===== config.mk =====
export PLATFORM = sky130hd
export DESIGN_NAME = demux1_2_flops
export DESIGN_NICKNAME = d
export VERILOG_FILES = /design/src/rtl/mux_demux_pkg.sv /design/src/rtl/demux_fifo.sv /design/src/rtl/demux1_2_flops.sv
export SDC_FILE = /design/constraint.sdc
export NUM_CORES = 1
export LEC_CHECK = 0
export CORE_ASPECT_RATIO = 0.8
export CORE_MARGIN = 1.5
export CORE_UTILIZATION = 58
export CTS_BUF_LIST = sky130_fd_sc_hd__clkbuf_8
export DETAILED_ROUTE_END_ITERATION = 8
export GPL_TIMING_DRIVEN = 0
export PLACE_DENSITY_LB_ADDON = 0.25
export SYNTH_ARGS = -nofsm -noshare
export SYNTH_HDL_FRONTEND = slang
export SYNTH_SLANG_ARGS = --single-unit

===== constraint.sdc =====
create_clock -name clk -period 2.98 [get_ports clk]
set_clock_uncertainty 0.2 [all_clocks]
set_input_delay 0.447 -clock clk [delete_from_list [all_inputs] [get_ports clk]]
set_output_delay 0.447 -clock clk [all_outputs]
set_load 0.005 [all_outputs]

===== src/rtl/mux_demux_pkg.sv =====
// Constants shared by the registered mux/demux family: default sizes and
// destination encodings, plus the full-flag lookup for a chosen destination.
package mux_demux_pkg;

  localparam int   BW_DEFAULT    = 2;
  localparam int   DEPTH_DEFAULT = 4;
  localparam logic OUT0          = 1'b0;
  localparam logic OUT1          = 1'b1;

  function automatic logic tgt_full(input logic tgt, input logic full0, input logic full1);
    logic f;
    case (tgt)
      OUT0:    f = full0;
      OUT1:    f = full1;
      default: f = 1'b1;
    endcase
    return f;
  endfunction

endpackage


===== src/rtl/demux_fifo.sv =====
// DEPTH-entry first-word-fall-through FIFO used once per demux output.
// Push is ignored when full and pop is ignored when empty, so the count never wraps.
module demux_fifo #(
  parameter int BW    = 2,
  parameter int DEPTH = 4
) (
  input  logic          clk,
  input  logic          reset_L,
  input  logic          push,
  input  logic [BW-1:0] push_data,
  input  logic          pop,
  output logic          full,
  output logic          empty,
  output logic [BW-1:0] head
);

  localparam int            AW       = $clog2(DEPTH);
  localparam logic [AW:0]   FULL_CNT = (AW+1)'(DEPTH);

  logic [BW-1:0] r_mem [DEPTH];
  logic [AW-1:0] r_wr_ptr;
  logic [AW-1:0] r_rd_ptr;
  logic [AW:0]   r_count;
  logic          w_push;
  logic          w_pop;

  assign w_push = push && !full;
  assign w_pop  = pop && !empty;
  assign full   = (r_count == FULL_CNT);
  assign empty  = (r_count == {(AW+1){1'b0}});
  assign head   = r_mem[r_rd_ptr];

  // Storage: cleared on reset so an empty output reads as zero.
  always_ff @(posedge clk or negedge reset_L) begin
    if (!reset_L) begin
      for (int i = 0; i < DEPTH; i++) begin
        r_mem[i] <= {BW{1'b0}};
      end
    end else if (w_push) begin
      r_mem[r_wr_ptr] <= push_data;
    end
  end

  // Pointers wrap naturally because DEPTH is a power of two.
  always_ff @(posedge clk or negedge reset_L) begin
    if (!reset_L) begin
      r_wr_ptr <= {AW{1'b0}};
      r_rd_ptr <= {AW{1'b0}};
      r_count  <= {(AW+1){1'b0}};
    end else begin
      if (w_push) begin
        r_wr_ptr <= r_wr_ptr + 1'b1;
      end
      if (w_pop) begin
        r_rd_ptr <= r_rd_ptr + 1'b1;
      end
      case ({w_push, w_pop})
        2'b10:   r_count <= r_count + 1'b1;
        2'b01:   r_count <= r_count - 1'b1;
        default: r_count <= r_count;
      endcase
    end
  end

endmodule


===== src/rtl/demux1_2_flops.sv =====
// 1:2 demultiplexer with a FIFO per output. Macro DEMUX_RR_EN replaces the
// selector input with an internal round-robin pointer that advances per accepted word.
module demux1_2_flops #(
  parameter int BW    = mux_demux_pkg::BW_DEFAULT,
  parameter int DEPTH = mux_demux_pkg::DEPTH_DEFAULT
) (
  input  logic          clk,
  input  logic          reset_L,
  input  logic          selector,
  input  logic          valid_in,
  input  logic [BW-1:0] data_in,
  output logic          ready_in,
  input  logic          pop0,
  output logic          valid_out0,
  output logic [BW-1:0] data_out0,
  input  logic          pop1,
  output logic          valid_out1,
  output logic [BW-1:0] data_out1
);

  import mux_demux_pkg::*;

  logic w_tgt;
  logic w_full0;
  logic w_full1;
  logic w_empty0;
  logic w_empty1;
  logic w_accept;
  logic w_push0;
  logic w_push1;

`ifdef DEMUX_RR_EN
  logic r_rr_ptr;

  // Round-robin pointer: moves only on an accepted word, so a full target stalls.
  always_ff @(posedge clk or negedge reset_L) begin
    if (!reset_L) begin
      r_rr_ptr <= OUT0;
    end else if (w_accept) begin
      r_rr_ptr <= ~r_rr_ptr;
    end else begin
      r_rr_ptr <= r_rr_ptr;
    end
  end

  assign w_tgt = r_rr_ptr;
`else
  assign w_tgt = selector;
`endif

  // Readiness looks only at the target's fullness, never at the pops.
  assign ready_in = !tgt_full(w_tgt, w_full0, w_full1);
  assign w_accept = valid_in && ready_in;

  // Steer the accepted word to exactly one FIFO.
  always_comb begin
    w_push0 = 1'b0;
    w_push1 = 1'b0;
    if (w_accept) begin
      case (w_tgt)
        OUT0:    w_push0 = 1'b1;
        OUT1:    w_push1 = 1'b1;
        default: begin
          w_push0 = 1'b0;
          w_push1 = 1'b0;
        end
      endcase
    end else begin
      w_push0 = 1'b0;
      w_push1 = 1'b0;
    end
  end

  demux_fifo #(.BW(BW), .DEPTH(DEPTH)) u_fifo0 (
    .clk       (clk),
    .reset_L   (reset_L),
    .push      (w_push0),
    .push_data (data_in),
    .pop       (pop0),
    .full      (w_full0),
    .empty     (w_empty0),
    .head      (data_out0)
  );

  demux_fifo #(.BW(BW), .DEPTH(DEPTH)) u_fifo1 (
    .clk       (clk),
    .reset_L   (reset_L),
    .push      (w_push1),
    .push_data (data_in),
    .pop       (pop1),
    .full      (w_full1),
    .empty     (w_empty1),
    .head      (data_out1)
  );

  assign valid_out0 = !w_empty0;
  assign valid_out1 = !w_empty1;

endmodule

# Yosys cells after proc, flatten, opt, wreduce, memory -nomap -nowiden

Cells that the tools add are included.

Flip-flop bits (word level): 30
Bits of input ports: 8
Output and inout port bits: 7
Logic and storage cells: 74

$add $sub $neg: 8
$lt $le $gt $ge: 6
Equal/unequal tests: 6
Mux-type cells: 19
Bitwise logic cells: 5
Reduce and logical (&&, ||, !) cells: 16

Operators with widths:

| operator                                            | number |
|---|---|
| bitwise mux 8 bit                                   | 2 |
| >= comparator 3 bit, second input constant          | 4 |
| 2-to-1 mux 2 bit                                    | 6 |
| NOT 2 -> 3 bit                                      | 4 |
| case mux 3 bit (2 select lines)                     | 2 |
| adder 2 x 1 -> 2 bit, second input constant         | 4 |
| binary-select mux 2 bit (select 2 bit)              | 2 |
| demux 2 bit (select 2 bit)                          | 2 |
| logical AND 1 bit                                   | 7 |
| adder 3 x 1 -> 3 bit, second input constant         | 2 |
| equality test 3 bit, second input constant          | 2 |
| zero test 3 bit                                     | 2 |
| < comparator 3 x 1 -> 1 bit, second input constant  | 2 |
| subtractor 3 x 1 -> 3 bit, second input constant    | 2 |
| zero test 1 bit                                     | 5 |
| equality test 2 x 1 -> 1 bit, second input constant | 2 |
| equality test 2 bit, second input constant          | 2 |
| 2-to-1 mux 1 bit                                    | 4 |
| nonzero test 2 bit                                  | 2 |
| case mux 1 bit (2 select lines)                     | 1 |
| NOT 1 bit                                           | 1 |

# Depth between registers and ports, before layout

Gate-level depths: netlist (run 1).

Depth after elaboration: 8
Gate-level depth with buffers: 10
Mapped depth without buffers: 9

# Hierarchy

Synthesis (run 1) repeated with hierarchy kept, for this count alone.

Cells, all modules: 121
Area, all modules: 1575.3 um2

By module, submodules not included:

| module         | times used | cells each | area each (um2) | sequential area each (um2) |
|---|---|---|---|---|
| demux_fifo     | 2          | 58         | 770.7           | 375.4 |
| demux1_2_flops | 1          | 5          | 33.8            | 0.0 |

# Worst setup path before layout (run 1)

Ideal clock, no wire load.

Kind: reg2reg
From: register u_fifo1.r_count[0]
To: register u_fifo1.r_count[2]
Library setup time: 0.079 ns
Arrival: 1.830 ns
Required time: 2.701 ns
Slack: 0.870 ns
Stages on the path, launching flop included: 10
Buffers on the path: 0
Period minus slack after synthesis: 2.110 ns
Cells stage by stage: dfrtp_1 nor3b_4 nor2_1 inv_1 ha_1 inv_1 fa_1 xor2_1 nor2_1 xor2_1

Longest elaborated chain between the ends: 8
Elaborated cells between the ends (all ways): 16
Those cells by class: 2 x add/sub; 3 x eq/ne; 3 x mux; 8 x reduce/logical

RTL lines:

| what                                                                  | RTL line             | text |
|---|---|---|
| from (decl)                                                           | demux_fifo.sv:23     | `logic [AW:0] r_count;` |
| from (signal assigned)                                                | demux_fifo.sv:49     | `r_count <= {(AW+1){1'b0}};` |
| from (signal assigned)                                                | demux_fifo.sv:58     | `2'b10: r_count <= r_count + 1'b1;` |
| from (signal assigned)                                                | demux_fifo.sv:59     | `2'b01: r_count <= r_count - 1'b1;` |
| equality test 3 bit                                                   | demux_fifo.sv:29     | `assign full = (r_count == FULL_CNT);` |
| case mux 1 bit (2 select lines)                                       | mux_demux_pkg.sv:12  | `case (tgt)` |
| zero test 1 bit                                                       | demux1_2_flops.sv:52 | `assign ready_in = !tgt_full(w_tgt, w_full0, w_full1);` |
| logical AND 1 bit                                                     | demux1_2_flops.sv:53 | `assign w_accept = valid_in && ready_in;` |
| 2-to-1 mux 1 bit                                                      | demux1_2_flops.sv:59 | `if (w_accept) begin` |
| logical AND 1 bit                                                     | demux_fifo.sv:27     | `assign w_push = push && !full;` |
| equality test 2 x 1 -> 1 bit or equality test 2 bit (tied branches)   | demux_fifo.sv:57     | `case ({w_push, w_pop})` |
| case mux 3 bit (2 select lines) or nonzero test 2 bit (tied branches) | n/a                  |  |

Parallel ways exist; a longest one is shown, timed or not.
A chain may end at the register's enable or synchronous reset.

# Worst setup path after layout (run 1)

From: input port valid_in
To: register u_fifo0.r_count[2]

Longest elaborated chain between the ends: 5
Elaborated cells between the ends (all ways): 7
Those cells by class: 2 x eq/ne; 2 x mux; 3 x reduce/logical

RTL lines:

| what                                                                  | RTL line             | text |
|---|---|---|
| from (decl)                                                           | demux1_2_flops.sv:10 | `input logic valid_in,` |
| logical AND 1 bit (*)                                                 | demux1_2_flops.sv:53 |  |
| 2-to-1 mux 1 bit (*)                                                  | demux1_2_flops.sv:59 |  |
| logical AND 1 bit (*)                                                 | demux_fifo.sv:27     |  |
| equality test 2 x 1 -> 1 bit or equality test 2 bit (tied branches)   | demux_fifo.sv:57     |  |
| case mux 3 bit (2 select lines) or nonzero test 2 bit (tied branches) | n/a                  |  |
| to (signal assigned)                                                  | demux_fifo.sv:58     |  |
| to (signal assigned)                                                  | demux_fifo.sv:59     |  |
| to (signal assigned)                                                  | demux_fifo.sv:60     | `default: r_count <= r_count;` |
| to (decl)                                                             | demux_fifo.sv:23     |  |

Mark *: on every way between the ends. The rest lies on a longest branch, timed or not.

==> results of run 1 <==
==> sequential cells by signal (all words and copies together), names as in the netlist <==
| register | cells |
|---|---|
| u_fifo0.r_count | 3 |
| u_fifo0.r_mem | 8 |
| u_fifo0.r_rd_ptr | 2 |
| u_fifo0.r_wr_ptr | 2 |
| u_fifo1.r_count | 3 |
| u_fifo1.r_mem | 8 |
| u_fifo1.r_rd_ptr | 2 |
| u_fifo1.r_wr_ptr | 2 |
==> per-stage QoR <==
stage	util	setup slack, ps	cell area [sq um]
after floorplan	-	870	1560
after global placement	0.695	398	1740
after detailed placement	0.695	371	1740
after CTS	0.740	579	1850
after global routing	0.738	466	1850
final	0.738	608	1850
==> placed cells by master, fill, tap and decap left out <==
cell	instances
xnor2_1	6
o21ai_0	1
dfrtp_1	30
fa_1	2
nor3_1	4
nor2_1	3
nor3b_2	1
nor3b_4	2
ha_1	10
clkbuf_8	6
mux2_2	18
mux4_2	4
inv_1	12
or3_1	2
xor2_1	6
buf_4	1
bufinv_16	1
nand2_1	8
buf_2	1
o31a_1	2
clkdlybuf4s50_1	12
nor3b_1	4
mux2i_1	2
==> worst register-to-register path, stage by stage, from the launching register on <==
cell     delay [ps]
dfrtp_1         450
nor3b_4         310
nor3b_2         120
inv_1            70
ha_1            170
inv_1            80
fa_1            390
xor2_1          150
nor2_1          130
xor2_1          190
==> final cells by class <==
| type | instances | area share |
|---|---|---|
| Clock buffer | 6 | 0.0447 |
| Inverter | 12 | 0.0244 |
| Clock inverter | 1 | 0.0163 |
| Tap cell | 36 | 0.0244 |
| Sequential cell | 30 | 0.407 |
| Buffer | 1 | 0.00407 |
| Multi-Input combinational cell | 75 | 0.412 |
| Timing Repair Buffer | 13 | 0.0678 |
==> synthesized netlist by cell type <==
cell type | number | area (sq um)
dfrtp_1 | 30 | 751
nor2_1 | 3 | 11.3
nor3b_1 | 4 | 30.0
buf_4 | 1 | 7.51
fa_1 | 2 | 40.0
or3_1 | 2 | 12.5
o21ai_0 | 1 | 5.00
o31a_1 | 2 | 17.5
inv_1 | 12 | 45.0
xnor2_1 | 6 | 52.6
ha_1 | 10 | 125
xor2_1 | 6 | 52.6
nor3b_2 | 1 | 12.5
nor3_1 | 4 | 20.0
mux4_2 | 4 | 90.1
mux2i_1 | 2 | 20.0
nand2_1 | 8 | 30.0
nor3b_4 | 2 | 37.5
mux2_2 | 18 | 203
==> metal layers <==
metal	track usage	part of all wire	up-vias
li1	-	-	437
met1	0.292	0.44	447
met2	0.353	0.51	29
met3	0.0955	0.048	0
met4	0.0616	0	0
met5	0	0	-
==> final timing paths <==
check / start / endpoint / slack, ps / depth (start not counted)
max: valid_in / u_fifo0.r_count[2] / 610 / 9
min: reset_L / u_fifo0.r_mem[7] / -6 / 1
max reg2reg: u_fifo0.r_count[0] / u_fifo0.r_count[2] / 620 / 9
min reg2reg: u_fifo1.r_mem[7] / u_fifo1.r_mem[7] / 310 / 1
max in group asynchronous: reset_L / u_fifo1.r_mem[4] / 2160 / 1
min in group clk: u_fifo1.r_mem[7] / u_fifo1.r_mem[7] / 310 / 1
==> cell families after synthesis <==
group | Yosys count
mux | 24
flops | 30
simple gates | 24
buf+inv | 13
compound gates | 3
xor+xnor | 12
fa+ha+maj | 12
==> power groups by stage <==
stage	registers [uW]	clock network [uW]	logic, uW
2_1_floorplan	767	0	569
3_3_place_gp	800	0	766
3_5_place_dp	820	0	812
4_1_cts	819	421	846
5_1_grt	849	437	924
6_report	822	412	831
==> results.md, run 1 <==
* Finished Layout Cells at 174
* Iteration-0 DRC count of the detailed router at 27
* Int Power at 1400 uW
* Total nets after synthesis at 138
* Clk buf depth at 2
* Ports at 15
* Synth Area in Compound Gates at 0.0144
* DIE AREA at 0.00302 sq mm
* Critical path cell sequence: clkdlybuf4s50_1 -> nor3b_2 -> inv_1 -> ha_1 -> inv_1 -> fa_1 -> xor2_1 -> nor2_1 -> xor2_1
* Worst endpoint required time at 2970 ps
* Inserted Clock Buffers at 5
* Clock transition at the registers of the reported paths at 60 ps
* CTS tree: done
* Power share of the combinational group at 0.402
* Crit path max fanout at 6
* Overall die width at 61.0 um
* GRT Overall Usage at 0.228
* Starting Density at 0.625
* Switch share at 0.322
* Worst path bufs/invs at 3
* CP startpoint kind: input pin
* Row cnt at 16
* Pwr Total at 2060 uW
* Failing checks: negative hold slack
* Crit path max-delay family: buffers and inverters
* Final nets at 158
* Slew Viols, Final at 0
* Die Y at 49.4 um
* Post-Synth Simple-Gate Area at 0.0985
* Root Buffer: clkbuf_8
* Fill cell count at 170
* Layout cells sized above 1 at 0.246
* Final hold vios at 8
* H-tree Lvls at 2
* Core Area at 0.00250 sq mm
* Grt total ovfl at 0
* CP max stage cell: clkdlybuf4s50_1
* Flop pwr share at 0.398
* Post-synthesis register bit count at 30
* Arrival time of the worst setup path at 2360 ps
* Vias in the first global route at 949
* Max_cap viols at 0
* ANT cells at 0
* Hold WS at -5.92 ps
* Vias after detailed routing at 913
* Antenna-violating nets left at 0
* First-pass GRT wire length at 4700 um
* Final min period at 2370 ps
* Ys Warns at 0
* Routed wire length at 2850 um
* DR WL/cell at 16.4 um
* Post-CTS setup buffers at 0
* Hpwl dp at 1940 um
* RSZ-0062 raised after global routing: no
* FMAX at 0.422 GHz
* Avg Inst Size Synth at 13.2 sq um
* Post-synthesis adder-cell area fraction at 0.106
* Synthesized cell area at 0.00156 sq mm
* HP Class: in -> async
* P_sw at 665 uW
* Leak at 0.000814 uW
* Routability cong. at 0.725
* Largest family of logic cells by synthesized area: multiplexers
* Vias per inst at 5.25
* Hold buffers post-CTS at 0
* Synth Area in XOR/XNOR at 0.0673
* Worst slew margin at 0.564
* PostCTS Resize Cnt at 0
* Footprint of the multi-input gates at 759 sq um
* Status: complete, but fails checks
* Sink Count at 30
* Post-Place Cells at 167
* Cells after Synth at 118
* Seq/Total Area, Yosys at 0.480
* Largest net degree at the start of global routing at 31
* Post-synthesis mux area share at 0.200
* Type of the worst setup path: in -> reg
* Storage element area at 751 sq um
* DRC Markers at 0
* Critical path capture point type: flop
* TritonRoute pass-1 iters at 4
* Port bufs at 13
* Antenna violations before repair at 0
* Fin crit share at 0.796
* Clock power frac at 0.199
* Pwr/cell area at 1120 mW/mm^2
* Worst path max stage delay at 500 ps
* Netlist cell types at 19
* Setup Viol. Count Final at 0
* Setup TNS at 0 ps
* Slew @ Worst Pin at 654 ps
* Layout area overhead at 18.1%
* Worst skew pair latency at 280 ps
* VDD IR max at 0.884 mV
Power figures use the tool's default switching activity.
==> inputs of run 2 (changes only) <==
==> constraint.sdc (replaced) <==
create_clock -name clk -period 2.4 [get_ports clk]
set_clock_uncertainty 0.2 [all_clocks]
set_input_delay 0.36 -clock clk [delete_from_list [all_inputs] [get_ports clk]]
set_output_delay 0.36 -clock clk [all_outputs]
set_load 0.005 [all_outputs]
==> results.md, run 2 (synthesis gave the netlist of run 1 again) <==
* Hpwl dp at 1940 um (unchanged)
* Clock power frac at 0.193 (-0.006)
* Setup TNS at 0 ps (unchanged)
* Crit path max-delay family: buffers and inverters
* VDD IR max at 1.13 mV (+27%)
* Core Area at 0.00250 sq mm (unchanged)
* Critical path cell sequence: clkdlybuf4s50_1 -> nor3b_4 -> inv_1 -> ha_1 -> inv_1 -> fa_2 -> xor2_1 -> nor2_1 -> xor2_1
* Worst skew pair latency at 280 ps (about the same)
* Worst endpoint required time at 2350 ps (-620 ps)
* Inserted Clock Buffers at 5 (unchanged)
* Slew Viols, Final at 0 (unchanged)
* Layout area overhead at 22.5%
* Fill cell count at 156 (-8.2%)
* Clock transition at the registers of the reported paths at 60 ps (about the same)
* Flop pwr share at 0.384 (-0.014)
* Fin crit share at 0.954
* Setup Viol. Count Final at 0 (unchanged)
* Int Power at 1800 uW (+29%)
* Iteration-0 DRC count of the detailed router at 32 (+19%)
* Routability cong. at 0.725 (unchanged)
* Root Buffer: clkbuf_8
* Overall die width at 61.0 um (unchanged)
* Worst path max stage delay at 590 ps (+90 ps)
* Switch share at 0.321 (-0.00113)
* First-pass GRT wire length at 4700 um (unchanged)
* Ports at 15 (unchanged)
* DIE AREA at 0.00302 sq mm (unchanged)
* Final hold vios at 0 (-8)
* Antenna violations before repair at 0 (unchanged)
* Vias in the first global route at 949 (unchanged)
* RSZ-0062 raised after global routing: no
* Routed wire length at 2990 um (+4.9%)
* CP max stage cell: clkdlybuf4s50_1
* Crit path max fanout at 6 (unchanged)
* CTS tree: done
* ANT cells at 0 (unchanged)
* CP startpoint kind: input pin
* Commonest cells after routing, fill and taps aside: dfrtp_1, mux2_2, inv_1, clkdlybuf4s50_1, ha_1
* Clk buf depth at 2 (unchanged)
* GRT Overall Usage at 0.228 (unchanged)
* Type of the worst setup path: in -> reg
* P_sw at 853 uW (+28%)
* Row cnt at 16 (unchanged)
* Power share of the combinational group at 0.424 (+0.022)
* HP Class: in -> reg
* Leak at 0.000848 uW (+4.2%)
* Final min period at 2290 ps
* Vias after detailed routing at 937 (+2.6%)
* Die Y at 49.4 um (unchanged)
* Slew @ Worst Pin at 661 ps (+7.30 ps)
* FMAX at 0.437 GHz
* H-tree Lvls at 2 (unchanged)
* Placed Area at 0.00174 sq mm (unchanged)
* Worst path bufs/invs at 3 (unchanged)
* Largest net degree at the start of global routing at 31 (unchanged)
* Starting Density at 0.625 (unchanged)
* Commonest non-fill, non-tap cell in the layout: dfrtp_1
* Regs by FF count: u_fifo0.r_mem (8), u_fifo1.r_mem (8)
* Pwr/cell area at 1390 mW/mm^2 (+24%)
* Worst slew margin at 0.559 (-0.00487)
* Max_cap viols at 0 (unchanged)
* Sink Count at 30 (unchanged)
* Port bufs at 13 (unchanged)
* Critical path capture point type: flop
* Layout cells sized above 1 at 0.303 (+0.0571)
* Status: complete, no violations
* Grt total ovfl at 0 (unchanged)
* Arrival time of the worst setup path at 2240 ps (-120 ps)
* Fin area at 0.00191 sq mm (+3.7%)
* Final nets at 165 (+4.4%)
* DR WL/cell at 16.5 um (+0.89%)
* TritonRoute pass-1 iters at 4 (unchanged)
* Antenna-violating nets left at 0 (unchanged)
* Vias per inst at 5.18 (-1.3%)
* DRC Markers at 0 (unchanged)
==> run 2: path summary, 6_finish.rpt <==
| path | slack, ps | endpoint | depth (start not counted) | from |
|---|---|---|---|---|
| hold reg to reg | 310 | u_fifo1.r_mem[7] | 1 | u_fifo1.r_mem[7] |
| hold / removal | 260 | u_fifo0.r_wr_ptr[0] | 3 | selector |
| setup / recovery | 110 | u_fifo0.r_count[2] | 9 | valid_in |
| setup reg to reg | 130 | u_fifo0.r_count[2] | 9 | u_fifo0.r_count[0] |
| max in group asynchronous | 1080 | u_fifo0.r_count[1] | 2 | reset_L |
| min in group asynchronous | 450 | u_fifo0.r_mem[7] | 2 | reset_L |
==> run 2: layout make-up <==
class | instances | area, sq um | share of cell area
Multi-Input combinational cell | 75 | 771 | 0.403
Inverter | 12 | 45.0 | 0.0235
Clock inverter | 1 | 30.0 | 0.0157
Sequential cell | 30 | 753 | 0.393
Timing Repair Buffer | 20 | 180 | 0.0941
Clock buffer | 6 | 82.6 | 0.0431
Buffer | 1 | 7.51 | 0.00392
Tap cell | 36 | 45.0 | 0.0235
==> run 2: per-stage QoR <==
| step | std cells | power (uW) | worst slack [ps] | utilization | hold WS (ps) |
|---|---|---|---|---|---|
| floorplan | 118 | 1660 | 290 | - | -136 |
| global placement | 167 | 1950 | -95.0 | 0.695 | 288 |
| detailed placement | 167 | 2030 | -122 | 0.695 | 295 |
| CTS | 174 | 2590 | 14.7 | 0.740 | 242 |
| global route | 181 | 2840 | 13.9 | 0.765 | 275 |
| finish | 181 | 2660 | 111 | 0.765 | 257 |
==> run 2: power groups by stage <==
stage / Sequential, uW / Clock [uW] / Combinational (uW)
after floorplan: 952 / 0 / 707
after global placement: 994 / 0 / 951
after detailed placement: 1020 / 0 / 1010
after CTS: 1020 / 523 / 1050
after global routing: 1050 / 542 / 1240
final: 1020 / 512 / 1130
==> run 2: worst register-to-register path, delay by kind of cell (launching register included) <==
kind	cells	cell delay (ps)
XOR/XNOR	2	340
AND/OR/NAND/NOR	3	540
flip-flops	1	440
adder cells (fa/ha/maj)	2	520
buffers and inverters	2	150
==> run 2: routing by layer <==
metal,GRT usage,up-vias,wire (um)
li1,-,453,-
met1,0.292,462,1340
met2,0.353,22,1530
met3,0.0955,0,131
met4,0.0616,0,0
met5,0,-,0
==> run 2: timing repair <==
item | CTS | global route
resized for setup | 0 | 5
buffers inserted | 0 | 6
hold endpoints to repair | 0 | 30
endpoints found under the setup margin | 0 | 3
hold buffers | 0 | 1
==> inputs of run 3 (changes only) <==
--- a/config.mk
+++ b/config.mk
@@ -9,6 +9,7 @@
 export CORE_MARGIN = 1.5
 export CORE_UTILIZATION = 58
 export CTS_BUF_LIST = sky130_fd_sc_hd__clkbuf_8
+export CTS_CLUSTER_DIAMETER = 120
 export DETAILED_ROUTE_END_ITERATION = 8
 export GPL_TIMING_DRIVEN = 0
 export PLACE_DENSITY_LB_ADDON = 0.25
==> results of run 3 <==
No change in the layout: final DEF, timing and power equal those of run 2.
